File: src/rtl/uart_pkg.sv
// Shared definitions for the configurable UART transmitter (and future receiver).
package uart_pkg;

    // Transmitter frame sequencer states.
    typedef enum logic [2:0] {
        IDLE,
        START,
        DATA,
        PARITY,
        STOP
    } uart_state_e;

    // Parity_mode encodings; 2'b11 is treated the same as PAR_NONE.
    localparam logic [1:0] PAR_NONE = 2'b00;
    localparam logic [1:0] PAR_EVEN = 2'b01;
    localparam logic [1:0] PAR_ODD  = 2'b10;

    // Legal range of data bits per frame.
    localparam int WORD_SIZE_MIN = 5;
    localparam int WORD_SIZE_MAX = 9;

    // True when the frame carries a parity bit.
    function automatic logic parity_enabled(input logic [1:0] mode);
        return (mode == PAR_EVEN) || (mode == PAR_ODD);
    endfunction

endpackage

File: src/rtl/uart_baud_gen.sv
// Bit-period timer: counts 0..div and pulses tick on the final clock of each bit.
module uart_baud_gen #(
    parameter int DIV_WIDTH = 16
) (
    input  logic                 Clock,
    input  logic                 rst,
    input  logic                 restart,
    input  logic [DIV_WIDTH-1:0] div,
    output logic                 tick
);

    logic [DIV_WIDTH-1:0] count;

    assign tick = (count == div);

    // Count up; reload to zero on reset, on an explicit restart and after every tick.
    always_ff @(posedge Clock) begin
        // NOTE: sequential state uses non-blocking assignment so every flop samples pre-edge values.
        if (rst || restart || tick)
            count <= '0;
        else
            count <= count + 1'b1;
    end

endmodule

File: src/rtl/uart_xmtr_cfg.sv
// Runtime-configurable UART transmitter with one-deep holding register and
// per-frame latched parity / stop / baud configuration.
module uart_xmtr_cfg #(
    parameter int WORD_SIZE = 8,
    parameter int DIV_WIDTH = 16
) (
    input  logic                 Clock,
    input  logic                 rst,
    input  logic [WORD_SIZE-1:0] Data_bus,
    input  logic                 Data_valid,
    output logic                 Data_ready,
    input  logic [1:0]           Parity_mode,
    input  logic                 Two_stop,
    input  logic [DIV_WIDTH-1:0] Baud_div,
    output logic                 Serial_out,
    output logic                 Busy,
    output logic                 Frame_done
);

    import uart_pkg::*;

    localparam int                BIT_W    = $clog2(WORD_SIZE + 1);
    localparam logic [BIT_W-1:0]  LAST_BIT = BIT_W'(WORD_SIZE);

    if (WORD_SIZE < WORD_SIZE_MIN || WORD_SIZE > WORD_SIZE_MAX) begin : g_bad_word_size
        $error("uart_xmtr_cfg: WORD_SIZE must be within 5..9");
    end

    uart_state_e          state, state_n;
    logic                 hold_full;
    logic [WORD_SIZE-1:0] hold_data;
    logic [WORD_SIZE-1:0] shreg, shreg_n;
    logic [BIT_W-1:0]     bit_cnt, bit_cnt_n;
    logic                 stop_cnt, stop_cnt_n;
    logic                 ser_q, ser_n;

    // Configuration frozen for the frame in flight.
    logic [1:0]           par_mode_l;
    logic                 two_stop_l;
    logic [DIV_WIDTH-1:0] div_l;
    logic                 par_bit_l;

    logic                 tick;
    logic                 load;
    logic                 done;
    logic                 accept;

    assign accept     = Data_valid && !hold_full;
    assign Data_ready = !hold_full;
    assign Busy       = (state != IDLE);
    assign Serial_out = ser_q;
    assign Frame_done = done;

    uart_baud_gen #(.DIV_WIDTH(DIV_WIDTH)) u_baud (
        .Clock   (Clock),
        .rst     (rst),
        .restart (load),
        .div     (div_l),
        .tick    (tick)
    );

    // Holding-register occupancy: set on accept, cleared when the word moves to the shifter.
    always_ff @(posedge Clock) begin
        if (rst)
            hold_full <= 1'b0;
        else if (load)
            hold_full <= 1'b0;
        else if (accept)
            hold_full <= 1'b1;
    end

    // Holding-register data, captured on accept.
    always_ff @(posedge Clock) begin
        // NOTE: no reset on the data word; it is only ever read while hold_full qualifies it.
        if (accept)
            hold_data <= Data_bus;
    end

    // Latch per-frame configuration and precompute the parity bit at transfer.
    always_ff @(posedge Clock) begin
        if (rst) begin
            par_mode_l <= PAR_NONE;
            two_stop_l <= 1'b0;
            div_l      <= '0;
            par_bit_l  <= 1'b0;
        end else if (load) begin
            par_mode_l <= Parity_mode;
            two_stop_l <= Two_stop;
            div_l      <= Baud_div;
            par_bit_l  <= (^hold_data) ^ (Parity_mode == PAR_ODD);
        end
    end

    // Sequencer and line registers.
    always_ff @(posedge Clock) begin
        if (rst) begin
            state    <= IDLE;
            shreg    <= '0;
            bit_cnt  <= '0;
            stop_cnt <= 1'b0;
            ser_q    <= 1'b1;
        end else begin
            state    <= state_n;
            shreg    <= shreg_n;
            bit_cnt  <= bit_cnt_n;
            stop_cnt <= stop_cnt_n;
            ser_q    <= ser_n;
        end
    end

    // Next-state, next line level, transfer and frame-done decode.
    always_comb begin
        // NOTE: every output of this block gets a default first, so no path can infer a latch.
        state_n    = state;
        shreg_n    = shreg;
        bit_cnt_n  = bit_cnt;
        stop_cnt_n = stop_cnt;
        ser_n      = ser_q;
        load       = 1'b0;
        done       = 1'b0;

        unique case (state)
            IDLE: begin
                load = hold_full;
            end
            START: begin
                if (tick) begin
                    state_n   = DATA;
                    ser_n     = shreg[0];
                    shreg_n   = {1'b0, shreg[WORD_SIZE-1:1]};
                    bit_cnt_n = BIT_W'(1);
                end
            end
            DATA: begin
                if (tick) begin
                    if (bit_cnt == LAST_BIT) begin
                        if (parity_enabled(par_mode_l)) begin
                            state_n = PARITY;
                            ser_n   = par_bit_l;
                        end else begin
                            state_n    = STOP;
                            ser_n      = 1'b1;
                            stop_cnt_n = 1'b0;
                        end
                    end else begin
                        ser_n     = shreg[0];
                        shreg_n   = {1'b0, shreg[WORD_SIZE-1:1]};
                        bit_cnt_n = bit_cnt + 1'b1;
                    end
                end
            end
            PARITY: begin
                if (tick) begin
                    state_n    = STOP;
                    ser_n      = 1'b1;
                    stop_cnt_n = 1'b0;
                end
            end
            STOP: begin
                if (tick) begin
                    if (two_stop_l && !stop_cnt) begin
                        stop_cnt_n = 1'b1;
                    end else begin
                        done = 1'b1;
                        if (hold_full)
                            load = 1'b1;
                        else
                            state_n = IDLE;
                    end
                end
            end
            default: begin
                state_n = IDLE;
                ser_n   = 1'b1;
            end
        endcase

        // Transfer holding -> shifter; the start bit goes out from the next clock.
        if (load) begin
            state_n    = START;
            ser_n      = 1'b0;
            shreg_n    = hold_data;
            bit_cnt_n  = '0;
            stop_cnt_n = 1'b0;
        end
    end

endmodule

File: config.mk
export PLATFORM = sky130hd
export DESIGN_NAME = uart_xmtr_cfg
export DESIGN_NICKNAME = d
export VERILOG_FILES = /design/src/rtl/uart_pkg.sv /design/src/rtl/uart_baud_gen.sv /design/src/rtl/uart_xmtr_cfg.sv
export SDC_FILE = /design/constraint.sdc
export NUM_CORES = 1
export LEC_CHECK = 0
export BUFFER_PORTS_ARGS = -buffer_cell sky130_fd_sc_hd__buf_2
export CORE_UTILIZATION = 55
export CTS_CLUSTER_SIZE = 25
export DETAILED_ROUTE_END_ITERATION = 10
export HOLD_SLACK_MARGIN = 0.02
export PLACE_DENSITY = 0.81
export SLEW_MARGIN = 25
export SYNTH_ARGS = -nofsm -noshare
export SYNTH_HDL_FRONTEND = slang
export SYNTH_SLANG_ARGS = --single-unit
File: constraint.sdc
create_clock -name Clock -period 3.9 [get_ports Clock]
set_input_delay 0 -clock Clock [delete_from_list [all_inputs] [get_ports Clock]]
set_output_delay 0 -clock Clock [all_outputs]
set_load 0.03 [all_outputs]
After elaboration in Yosys (flattened, before gate mapping)
Index checks and enable logic that the tools add are counted.
- logic and storage cells: 107
- memory bits (writable): 0
- output and inout port bits: 4
- input bits: 30
- memory bits (read-only): 0
- bits in registers: 62
- latch bits: 0
- memories kept: 0
- divide/modulo/power cells: 0
- $add $sub $neg: 2
- order comparisons: 0
- multipliers: 0
- shift operators: 0
- muxes and demuxes: 40
- bitwise gates (word level): 2
- reduce and logical (&&, ||, !) cells: 21
- eq/ne operators: 29
- operators with widths (cell ; number):
    2-to-1 mux 8 bit ; 4
    2-to-1 mux 3 bit ; 8
    2-to-1 mux 1 bit ; 19
    adder 16 x 1 -> 16 bit (second input constant) ; 1
    == test 16 bit ; 1
    case mux 8 bit (2 select lines) ; 1
    AND reduction 8 bit ; 2
    case mux 3 bit (5 select lines) ; 1
    2-to-1 mux 4 bit ; 3
    inequality test 2 x 1 -> 1 bit (second input constant) ; 6
    inequality test 2 bit (second input constant) ; 6
    inequality test 3 x 1 -> 1 bit (second input constant) ; 4
    inequality test 3 x 2 -> 1 bit (second input constant) ; 4
    AND reduction 4 bit ; 3
    nonzero test 3 bit ; 3
    case mux 4 bit (2 select lines) ; 1
    XOR reduction 8 bit ; 1
    AND reduction 7 bit ; 1
    == test 3 x 2 -> 1 bit (second input constant) ; 2
    adder 4 x 1 -> 4 bit (second input constant) ; 1
    == test 2 bit (second input constant) ; 2
    == test 4 bit (second input constant) ; 1
    case mux 1 bit (4 select lines) ; 1
    OR reduction 2 bit ; 2
    12 further kinds ; 16

Depth between registers and ports, before layout
Gate-level depths: netlist of the first run.
- depth in word-level cells: 7
- depth in mapped cells: 8
- depth with buffers taken out: 8

By module
Synthesis of the first run repeated with hierarchy kept, for this count alone.
- cells, all modules: 337
- area, all modules: 3012.9 um^2
- by module, submodules not included (module ; cells an instance ; instances ; area each (um^2) ; sequential area each (um^2)):
    uart_xmtr_cfg ; 238 ; 1 ; 2094.5 ; 1001.0
    uart_baud_gen ; 99 ; 1 ; 918.4 ; 320.3

Least setup slack after synthesis of the first run
OpenSTA, ideal clock, no wires.
- kind: register to register
- start point: register u_baud.count[9]
- end point: register bit_cnt[3]
- buffers on the path: 1
- arrival time: 2.087 ns
- stages on the path, launching flop included: 8
- slack: 1.742 ns
- path through: dfxtp_1 xor2_1 nor4_1 nand4_1 or3_1 buf_2 or4_1 a21oi_1
- word-level cells in the longest chain between the ends: 4
- elaborated cells on any way between the ends: 7
- those cells by class: eq/ne: 3; mux: 2; reduce/logical: 2
- ends and longest elaborated chain (item ; line ; text):
    from (decl) ; uart_baud_gen.sv:12 ; logic [DIV_WIDTH-1:0] count;
    from (signal assigned) ; uart_baud_gen.sv:22 ; count <= count + 1'b1;
    == test 16 bit * ; uart_baud_gen.sv:14 ; assign tick = (count == div);
    2-to-1 mux 1 bit ; uart_xmtr_cfg.sv:160 ; if (tick) begin
    case mux 1 bit (2 select lines) ; uart_xmtr_cfg.sv:122 ; unique case (state)
    OR reduction 2 bit (no line) ; n/a ;
    to (signal assigned) ; uart_xmtr_cfg.sv:105 ; bit_cnt <= bit_cnt_n;
    to (decl) ; uart_xmtr_cfg.sv:33 ; logic [BIT_W-1:0] bit_cnt, bit_cnt_n;
Mark *: on every way between the ends. The rest lies on a longest branch, timed or not.
A chain may end at the register's enable or synchronous reset.

Worst setup path after layout of the first run
- start point: register u_baud.count[6]
- end point: register bit_cnt[3]
Same word-level chain as after synthesis.

==> results of run 1 <==
synthesized netlist by cell type:
cell type  count  area share [%]
dfxtp_1       54              38
nor2_1        51             6.7
nand2_1       22             2.9
xor2_1        22             6.8
mux2i_1       20             7.1
xnor2_1       17             5.2
o21ai_0       12             2.1
clkbuf_1       9             1.2
edfxtp_1       8             8.5
and3_1         7             1.5
nand3_1        7             1.2
nor2b_1        7             1.5
a21oi_1        6             1.1
a221o_1        5             1.8
a31oi_1        5             1.1
nor3_1         5            0.88
nor4_1         5             1.1
inv_1          4            0.53
and2_1         3            0.66
buf_2          3            0.53
ha_1           3             1.3
or3_1          3            0.66
and3b_1        2            0.62
nand2b_1       2            0.44
nand4_1        2            0.44
nor3b_1        2            0.53
o21bai_1       2            0.53
or4_1          2            0.53
a211oi_1       1            0.26
a21boi_0       1            0.26
a221oi_1       1            0.31
a22oi_1        1            0.26
a2bb2oi_1      1            0.31
inv_2          1            0.13
mux2_2         1            0.40
nand3b_1       1            0.26
nand4b_1       1            0.31
o21ai_1        1            0.18
o22ai_2        1            0.44
o2bb2ai_1      1            0.31
o311a_1        1            0.35
or2_2          1            0.22
or3b_2         1            0.31
worst max-delay path, stage by stage (launching register included):
cell	delay, ns
dfxtp_1	0.43
xor2_1	0.12
nor4_1	0.31
nand4_1	0.14
buf_4	0.21
or3_1	0.48
or4_1	0.53
a21oi_1	0.14
layer usage:
layer,part of all wire [%],vias to the layer above,wire (um),GRT usage (%)
li1,-,1176,-,-
met1,45,1122,2970,33.1
met2,48,68,3180,44.2
met3,4.6,14,304,6.45
met4,1.7,0,112,9.40
met5,0,-,0,0
cell families (layout without fill, tap and decap cells):
logic type,after synthesis,after routing,synth area share (%)
and+or+nand+nor,124,124,21.0
DFF,62,62,46.6
xor gates and xnor gates,39,39,12.0
adders and majority gates,3,3,1.32
AOI/OAI and AO/OA,39,39,9.26
buffers and inverters,17,85,2.38
muxes,21,21,7.45
sequential cells by signal, indices dropped and copies added, names as in the netlist, 2 cells and up:
register / count
bit_cnt: 4
div_l: 16
hold_data: 8
par_mode_l: 2
shreg: 8
state: 3
u_baud.count: 16
area by class of cell:
type	instances	area, sq um
multi-input cells	226	1450
flip-flops and latches	62	1320
well taps	67	83.8
fillers	320	1240
repair buffers	64	468
clock buffers	9	124
inverters	5	18.8
clock inverters	7	145
worst paths after layout:
kind / to / cells past startpoint
worst max register to register: bit_cnt[3]$_SDFFE_PP0P_ / 7
worst max-delay path: bit_cnt[3]$_SDFFE_PP0P_ / 7
worst min-delay path: par_bit_l$_SDFFE_PP0P_ / 2
worst min register to register: shreg[1]$_SDFFE_PP0P_ / 2
per-stage QoR:
stage               utilization, %  hold slack [ns]  std cells  area [sq um]  total power, mW
finish                        74.4            0.171        440          3610             2.49
detailed placement            63.1            0.178        396          3060             1.68
CTS                           74.4            0.173        440          3610             2.47
global placement              63.1            0.177        396          3060             1.67
global route                  74.4            0.184        440          3610             2.62
floorplan                        -           0.0989        305          2840             1.50
repair_timing:
item | CTS | global route
hold buffers | 28 | 0
hold endpoints to repair | 28 | 0
gates resized for setup | 0 | 0
buffers inserted | 0 | 0
power by group:
part / switching (mW) / leakage (nW) / internal (mW)
clock network: 0.269 / 0.130 / 0.492
logic: 0.477 / 0.844 / 0.358
registers: 0.118 / 0.516 / 0.776
==> results_dict.tcl, run 1 <==
set metrics [dict create \
    dpl.hpwl_um 3880 \
    gp_congestion 0.843 \
    grt_max_degree 37 \
    htreeDepth 3 \
    first_pass_iters 4 \
    peakVddDrop_mv 0.429 \
    io_buffers 33 \
    cts_tree "yes" \
    min_period_ns 2.42 \
    hold_viol_final 0 \
    viasPerCell 5.41 \
    synth_cell_types 43 \
    cts.sinks 62 \
    antenna_cells 0 \
    grt_pass1_vias 2335 \
    regToRegSetupSlack_ns 1.48 \
    syn-cell-area_sq_mm 0.00284 \
    cellLeakagePower_nw 1.49 \
    overflow 0 \
    rsz0062_at_grt "no" \
    drt_wl_total_um 6560 \
    setup_slack_ns 1.48 \
    synth_area_per_cell_sq_um 9.30 \
    min_from "rst" \
    clock_skew_ns 0.0112 \
    die_w_um 73.8 \
    cts_root_buffer "clkbuf_8" \
    drc 0 \
    cp.required_ns 4.18 \
    setup_tns_ns 0 \
    ys_seq_elements 62 \
    die_y_um 73.8 \
    path_clk_slew_ns 0.08 \
    final_antenna_net_count 0 \
    boundaryPins 34 \
    cts_made_buffers 9 \
    fp.coreArea_sq_mm 0.00485 \
    clock_latency_ns 0.34 \
    critPathArrivalTime_ns 2.70 \
    slew-limit-headroom_pct 42.5 \
    num-nets-final 401 \
    antenna_found_initial 0 \
    worstSetupStartpoint "u_baud.count[6]$_SDFF_PP0_" \
    syn_to_final_growth_pct 27.2 \
    drt_iter0_drc 305 \
    final_cell_mix "dfxtp_1 (54), nor2_1 (51), buf_2 (33), dlygate4sd3_1 (28)" \
    dieArea_sq_mm 0.00545 \
    grt_pass1_wl_um 10700 \
    avgRoutedWirePerCell_um 14.9 \
    drv_cap 0 \
    start_util_pct 58.5 \
    syn_inst 305 \
    r2r-start "u_baud.count[6]$_SDFF_PP0_" \
    clock_path_buffers 2 \
    yosysSeqAreaShare_pct 46.6 \
    gr-usage-all-layers_pct 26.4 \
    hp-class "primary input to flop" \
    run_status "finished clean" \
    preCtsSetupSlack_ns 1.57 \
    synth_warnings 0 \
    end_kind "flop" \
    vias 2380 \
    drive_gt1_share_pct 15.3 \
    cp-start-kind "flop" \
    worst_pin_slew_ns 0.855 \
    mostFrequentLayoutCell "dfxtp_1" \
    drv_slew 0 \
    synth_nets 338 \
    p_per_area_mw_per_mm2 690 \
    max_freq_mhz 413 \
    num_rows 25 \
    crit_type "flop to flop" \
    fin_crit_sh_pct 62.1 \
    setup_viol 0 \
    path_max_fanout 15 \
]
(Power assumes the default switching activity.)
==> inputs of run 2 (changes only) <==
- clock period: 3.9 -> 2.41 ns (I/O delays scaled with it)
==> run 2 against run 1 <==
Against the previous run: register-to-register slack worse by 1.3 ns; die area unchanged; routed wire length up 2.2%; sequential cell count unchanged; via count up 2.2%; critical path type unchanged; critical endpoint is now shreg[5]$_SDFFE_PP0P_; largest cell class unchanged; highest routed layer unchanged.
==> results_dict.tcl, run 2 (synthesis results as in run 1) <==
set metrics [dict create \
    critPathBufInv 1 \
    drv_cap 0 \
    cp_common_cell "a221o_1" \
    final_antenna_net_count 0 \
    min_period_ns 2.23 \
    cp_cell_sequence "xor2_1 > nor4_2 > nand4_1 > buf_4 > a221o_1 > and3b_1 > a221o_1" \
    seqCellArea_sq_mm 0.00132 \
    path_max_fanout 14 \
    cts_root_buffer "clkbuf_8" \
    clock_path_buffers 2 \
    multiInputGateArea_sq_mm 0.00145 \
    reg2regPathDepth 7 \
    vias 2432 \
    worst_pin_slew_ns 0.710 \
    busiest_layer "met2" \
    met3_usage_pct 5.49 \
    clock_latency_ns 0.34 \
    boundaryPins 34 \
    fin_crit_sh_pct 92.6 \
    r2r_end "shreg[5]$_SDFFE_PP0P_" \
    final_cell_mix "dfxtp_1 (53), nor2_1 (51), buf_2 (33), dlygate4sd3_1 (29)" \
    setup_slack_ns 0.177 \
    gr-usage-all-layers_pct 27.4 \
    cts_tree "yes" \
    critPathTopFamily "simple AND/OR/NAND/NOR gates" \
    cts_made_buffers 9 \
    viasPerCell 5.44 \
    syn_to_final_growth_pct 26.3 \
    antenna_found_initial 0 \
    whs_path_depth 2 \
    dpl.hpwl_um 4150 \
    hold_viol_final 0 \
    overflow 0 \
    p_per_area_mw_per_mm2 1020 \
    regToRegSetupSlack_ns 0.18 \
    path_clk_slew_ns 0.07 \
    num-nets-final 408 \
    grt.met2_usage_pct 44.4 \
    grt_pass1_vias 2329 \
    critPathArrivalTime_ns 2.47 \
    crit_type "flop to flop" \
    largestRegisters "div_l: 16 flops, u_baud.count: 16 flops" \
    run_status "finished clean" \
    grt_max_degree 23 \
    drt_iter0_drc 331 \
    clock_skew_ns 0.00632 \
    gp_congestion 0.898 \
    min_to "hold_data[1]$_DFFE_PP_" \
    fin_util_pct 73.9 \
    drive_gt1_share_pct 16.6 \
    io_buffers 33 \
    mostFrequentLayoutCell "dfxtp_1" \
    drc 0 \
    min_from "Data_bus[1]" \
    end_kind "flop" \
    nFillCells 346 \
    cts.sinks 62 \
    preCtsSetupSlack_ns 0.189 \
    first_pass_iters 4 \
    die_y_um 73.8 \
    setup_viol 0 \
    cellLeakagePower_nw 1.48 \
    cp-start-kind "flop" \
    fp.coreArea_sq_mm 0.00485 \
    cpPeakStageDelay_ns 0.43 \
    rsz0062_at_grt "no" \
    slowest_stage "a221o_1" \
    dieArea_sq_mm 0.00545 \
    grt_pass1_wl_um 10900 \
    r2r-start "u_baud.count[5]$_SDFF_PP0_" \
    setup_tns_ns 0 \
    die_w_um 73.8 \
    htreeDepth 3 \
    slew-limit-headroom_pct 52.6 \
    antenna_cells 0 \
    num_rows 25 \
    cp.required_ns 2.65 \
    hp-class "primary input to flop" \
    cts_setup_buffers 0 \
    drv_slew 0 \
    max_freq_mhz 448 \
    drt_wl_total_um 6710 \
    grt_util_met1_pct 33.9 \
    peakVddDrop_mv 0.749 \
    start_util_pct 58.5 \
    avgRoutedWirePerCell_um 15.0 \
]
## run 2: cell count changes in the layout (fill, tap and decap cells not counted)
| cell | change |
|---|---|
| buf_4 | +5 |
| bufinv_16 | -4 |
| clkinv_2 | +3 |
| clkbuf_1 | +2 |
| buf_12 | +1 |
| clkbuf_8 | +1 |
| clkinv_4 | -1 |
| dfxtp_1 | -1 |
| dfxtp_2 | +1 |
| dlygate4sd3_1 | +1 |
| inv_6 | -1 |
| nor4_1 | -1 |
| nor4_2 | +1 |
## run 2: final cells by class
cell class / count / share of cell area [%]
multi-input cells: 226 / 40.6
flip-flops and latches: 62 / 36.9
repair buffers: 71 / 14.9
clock buffers: 12 / 4.05
well taps: 67 / 2.34
clock inverters: 4 / 0.629
inverters: 5 / 0.524
## run 2: through the flow
stage / hold slack (ns) / cells / power (mW) / instance area [sq um]
2_1_floorplan: 0.0989 / 305 / 2.43 / 2840
5_1_grt: 0.367 / 447 / 3.89 / 3580
3_5_place_dp: 0.178 / 402 / 2.80 / 3120
3_3_place_gp: 0.176 / 402 / 2.77 / 3120
4_1_cts: 0.356 / 447 / 3.63 / 3570
6_report: 0.372 / 447 / 3.67 / 3580
## run 2: worst max-delay path by stage
stage / slack, ns / cells past startpoint / to / from
after global placement: 0.23 / 7 / shreg[3]$_SDFFE_PP0P_ / u_baud.count[5]$_SDFF_PP0_
final: 0.18 / 7 / shreg[5]$_SDFFE_PP0P_ / u_baud.count[5]$_SDFF_PP0_
after floorplan: 0.25 / 7 / bit_cnt[3]$_SDFFE_PP0P_ / u_baud.count[9]$_SDFF_PP0_
after detailed placement: 0.19 / 7 / shreg[3]$_SDFFE_PP0P_ / u_baud.count[5]$_SDFF_PP0_
after global routing: 0.02 / 7 / shreg[5]$_SDFFE_PP0P_ / u_baud.count[5]$_SDFF_PP0_
after CTS: 0.15 / 7 / shreg[5]$_SDFFE_PP0P_ / u_baud.count[2]$_SDFF_PP0_
## run 2: report_power, final
part           switching, mW  internal (mW)
registers              0.192           1.26
clock network          0.401          0.396
logic                  0.793          0.630
total                   1.39           2.28
## run 2: what timing repair did
| action | in CTS | in global routing |
|---|---|---|
| hold buffers | 29 | 0 |
| endpoints found under the hold margin | 28 | 0 |
| setup endpoints to repair | 0 | 4 |
| resized for setup | 0 | 2 |
## run 2: routing by layer
metal | share of wire [%] | up-vias
met2 | 49 | 78
met5 | 0 | -
met1 | 43 | 1144
met4 | 2.5 | 0
met3 | 5.3 | 15
li1 | - | 1195
==> inputs of run 3 (changes only) <==
- RECOVER_POWER: default -> 100
==> run 3 against run 2 <==
Against the previous run: sequential power about the same; first-iteration DRC count up 11%; global-route usage unchanged; highest routed layer unchanged.
==> results_dict.tcl, run 3 (synthesis results as in run 1) <==
set metrics [dict create \
    reg2regPathDepth 7 \
    finalPower_mw 3.65 \
    mostFrequentLayoutCell "dfxtp_1" \
    viasPerCell 5.47 \
    worst_pin_slew_ns 0.710 \
    regToRegSetupSlack_ns 0.15 \
    dp.cells 402 \
    critPathBufInv 1 \
    hp-class "primary input to flop" \
    critPathArrivalTime_ns 2.49 \
    r2r-start "u_baud.count[1]$_SDFF_PP0_" \
    drc 0 \
    clock_skew_ns 0.00638 \
    p_switching_mw 1.39 \
    cts.sinks 62 \
    rsz0062_at_grt "no" \
    cp_common_cell "a221o_1" \
    cts_root_buffer "clkbuf_8" \
    fp.coreArea_sq_mm 0.00485 \
    vias 2443 \
    drv_cap 0 \
    seqPwrFrac_pct 39.7 \
    antenna_found_initial 0 \
    fin_crit_sh_pct 93.7 \
    final_cell_mix "dfxtp_1 (53), nor2_1 (51), dlygate4sd3_1 (29), buf_2 (29)" \
    io_buffers 33 \
    p_int_mw 2.26 \
    crit_type "flop to flop" \
    slew-limit-headroom_pct 52.6 \
    antenna_cells 0 \
    path_clk_slew_ns 0.07 \
    gr-usage-all-layers_pct 27.4 \
    num_rows 25 \
    peakVddDrop_mv 0.749 \
    min_period_ns 2.26 \
    slowest_stage "a221o_1" \
    grt_max_degree 23 \
    grt_pass1_vias 2329 \
    cp.required_ns 2.65 \
    grt_pass1_wl_um 10900 \
    cts_tree "yes" \
    placed_cell_area_sq_mm 0.00312 \
    die_y_um 73.8 \
    run_status "finished clean" \
    final_cells 447 \
    cellLeakagePower_nw 1.47 \
    crit_cells 7 \
    setup_slack_ns 0.152 \
    r2r_end "shreg[5]$_SDFFE_PP0P_" \
    max_freq_mhz 443 \
    critPathTopFamily "simple AND/OR/NAND/NOR gates" \
    start_util_pct 58.5 \
    clock_path_buffers 2 \
    syn_to_final_growth_pct 25.8 \
    gp_congestion 0.898 \
    final_cell_area_sq_mm 0.00357 \
    preCtsSetupSlack_ns 0.189 \
    drt_wl_total_um 6750 \
    path_max_fanout 14 \
    die_w_um 73.8 \
    first_pass_iters 4 \
    clock_latency_ns 0.34 \
    overflow 0 \
    worstSetupStartpoint "u_baud.count[1]$_SDFF_PP0_" \
    num-nets-final 408 \
    htreeDepth 3 \
    dpl.hpwl_um 4150 \
    dieArea_sq_mm 0.00545 \
    swShare_pct 38.1 \
    avgRoutedWirePerCell_um 15.1 \
    drive_gt1_share_pct 15.0 \
    clockPowerShare_pct 21.7 \
    setup_tns_ns 0 \
    cp_cell_sequence "xor2_1 > nor4_1 > nand4_1 > buf_4 > a221o_1 > and3b_1 > a221o_1" \
    final_antenna_net_count 0 \
    largestRegisters "div_l: 16 flops, u_baud.count: 16 flops" \
    combPwrFrac_pct 38.5 \
    drt_iter0_drc 367 \
    crit_end "shreg[5]$_SDFFE_PP0P_" \
    boundaryPins 34 \
    p_per_area_mw_per_mm2 1020 \
    end_kind "flop" \
    cp-start-kind "flop" \
    cpPeakStageDelay_ns 0.43 \
    drv_slew 0 \
    cts_made_buffers 9 \
    hold_viol_final 0 \
    setup_viol 0 \
]
==> run 3: cell types whose count changed in the layout (fill, tap and decap cells not counted), sizes merged <==
cell	before	now
buf	42	35
clkbuf	12	19
==> run 3: worst min-delay path by stage <==
stage / cells past startpoint / startpoint / end / slack, ns
after floorplan: 0 / Data_bus[0] / hold_data[0]$_DFFE_PP_ / 0.1
after global placement: 1 / Data_bus[5] / hold_data[5]$_DFFE_PP_ / 0.18
after detailed placement: 1 / Data_bus[7] / hold_data[7]$_DFFE_PP_ / 0.18
after CTS: 2 / Data_bus[7] / hold_data[7]$_DFFE_PP_ / 0.36
after global routing: 2 / Data_bus[1] / hold_data[1]$_DFFE_PP_ / 0.37
final: 2 / Data_bus[1] / hold_data[1]$_DFFE_PP_ / 0.37
==> run 3: power groups by stage <==
stage	registers, mW	logic, mW	clock network, mW
after detailed placement	1.46	1.34	0
after global routing	1.48	1.54	0.854
after global placement	1.45	1.31	0
final	1.45	1.41	0.795
after floorplan	1.40	1.03	0
after CTS	1.44	1.39	0.799
==> run 3: what timing repair did <==
item | 4_1_cts | 5_1_grt
hold buffers | 29 | 0
setup buffers | 0 | 0
endpoints found under the setup margin | 0 | 4
resized for setup | 0 | 2
endpoints found under the hold margin | 28 | 0
==> run 3: per-layer routing <==
metal,global-route usage [%],wire (um)
met5,0,0
met4,15.4,169
met3,5.49,366
met2,44.4,3290
met1,33.9,2930
==> run 3: cell type report <==
cell class / count / area [sq um]
flip-flops and latches: 62 / 1320
multi-input cells: 226 / 1450
clock buffers: 12 / 145
well taps: 67 / 83.8
inverters: 5 / 18.8
fillers: 350 / 1280
clock inverters: 4 / 22.5
repair buffers: 71 / 520
==> run 3: worst register-to-register path: stages, from the launching register on <==
cell and delay [ns]:
dfxtp_1 0.35, xor2_1 0.15, nor4_1 0.36, nand4_1 0.18, buf_4 0.22, a221o_1 0.43, and3b_1 0.21, a221o_1 0.25
==> run 3: through the flow <==
| step | util [%] | hold WS (ns) |
|---|---|---|
| after floorplan | - | 0.0989 |
| after global placement | 64.3 | 0.176 |
| after detailed placement | 64.3 | 0.178 |
| after CTS | 73.7 | 0.356 |
| after global routing | 73.6 | 0.367 |
| final | 73.6 | 0.372 |
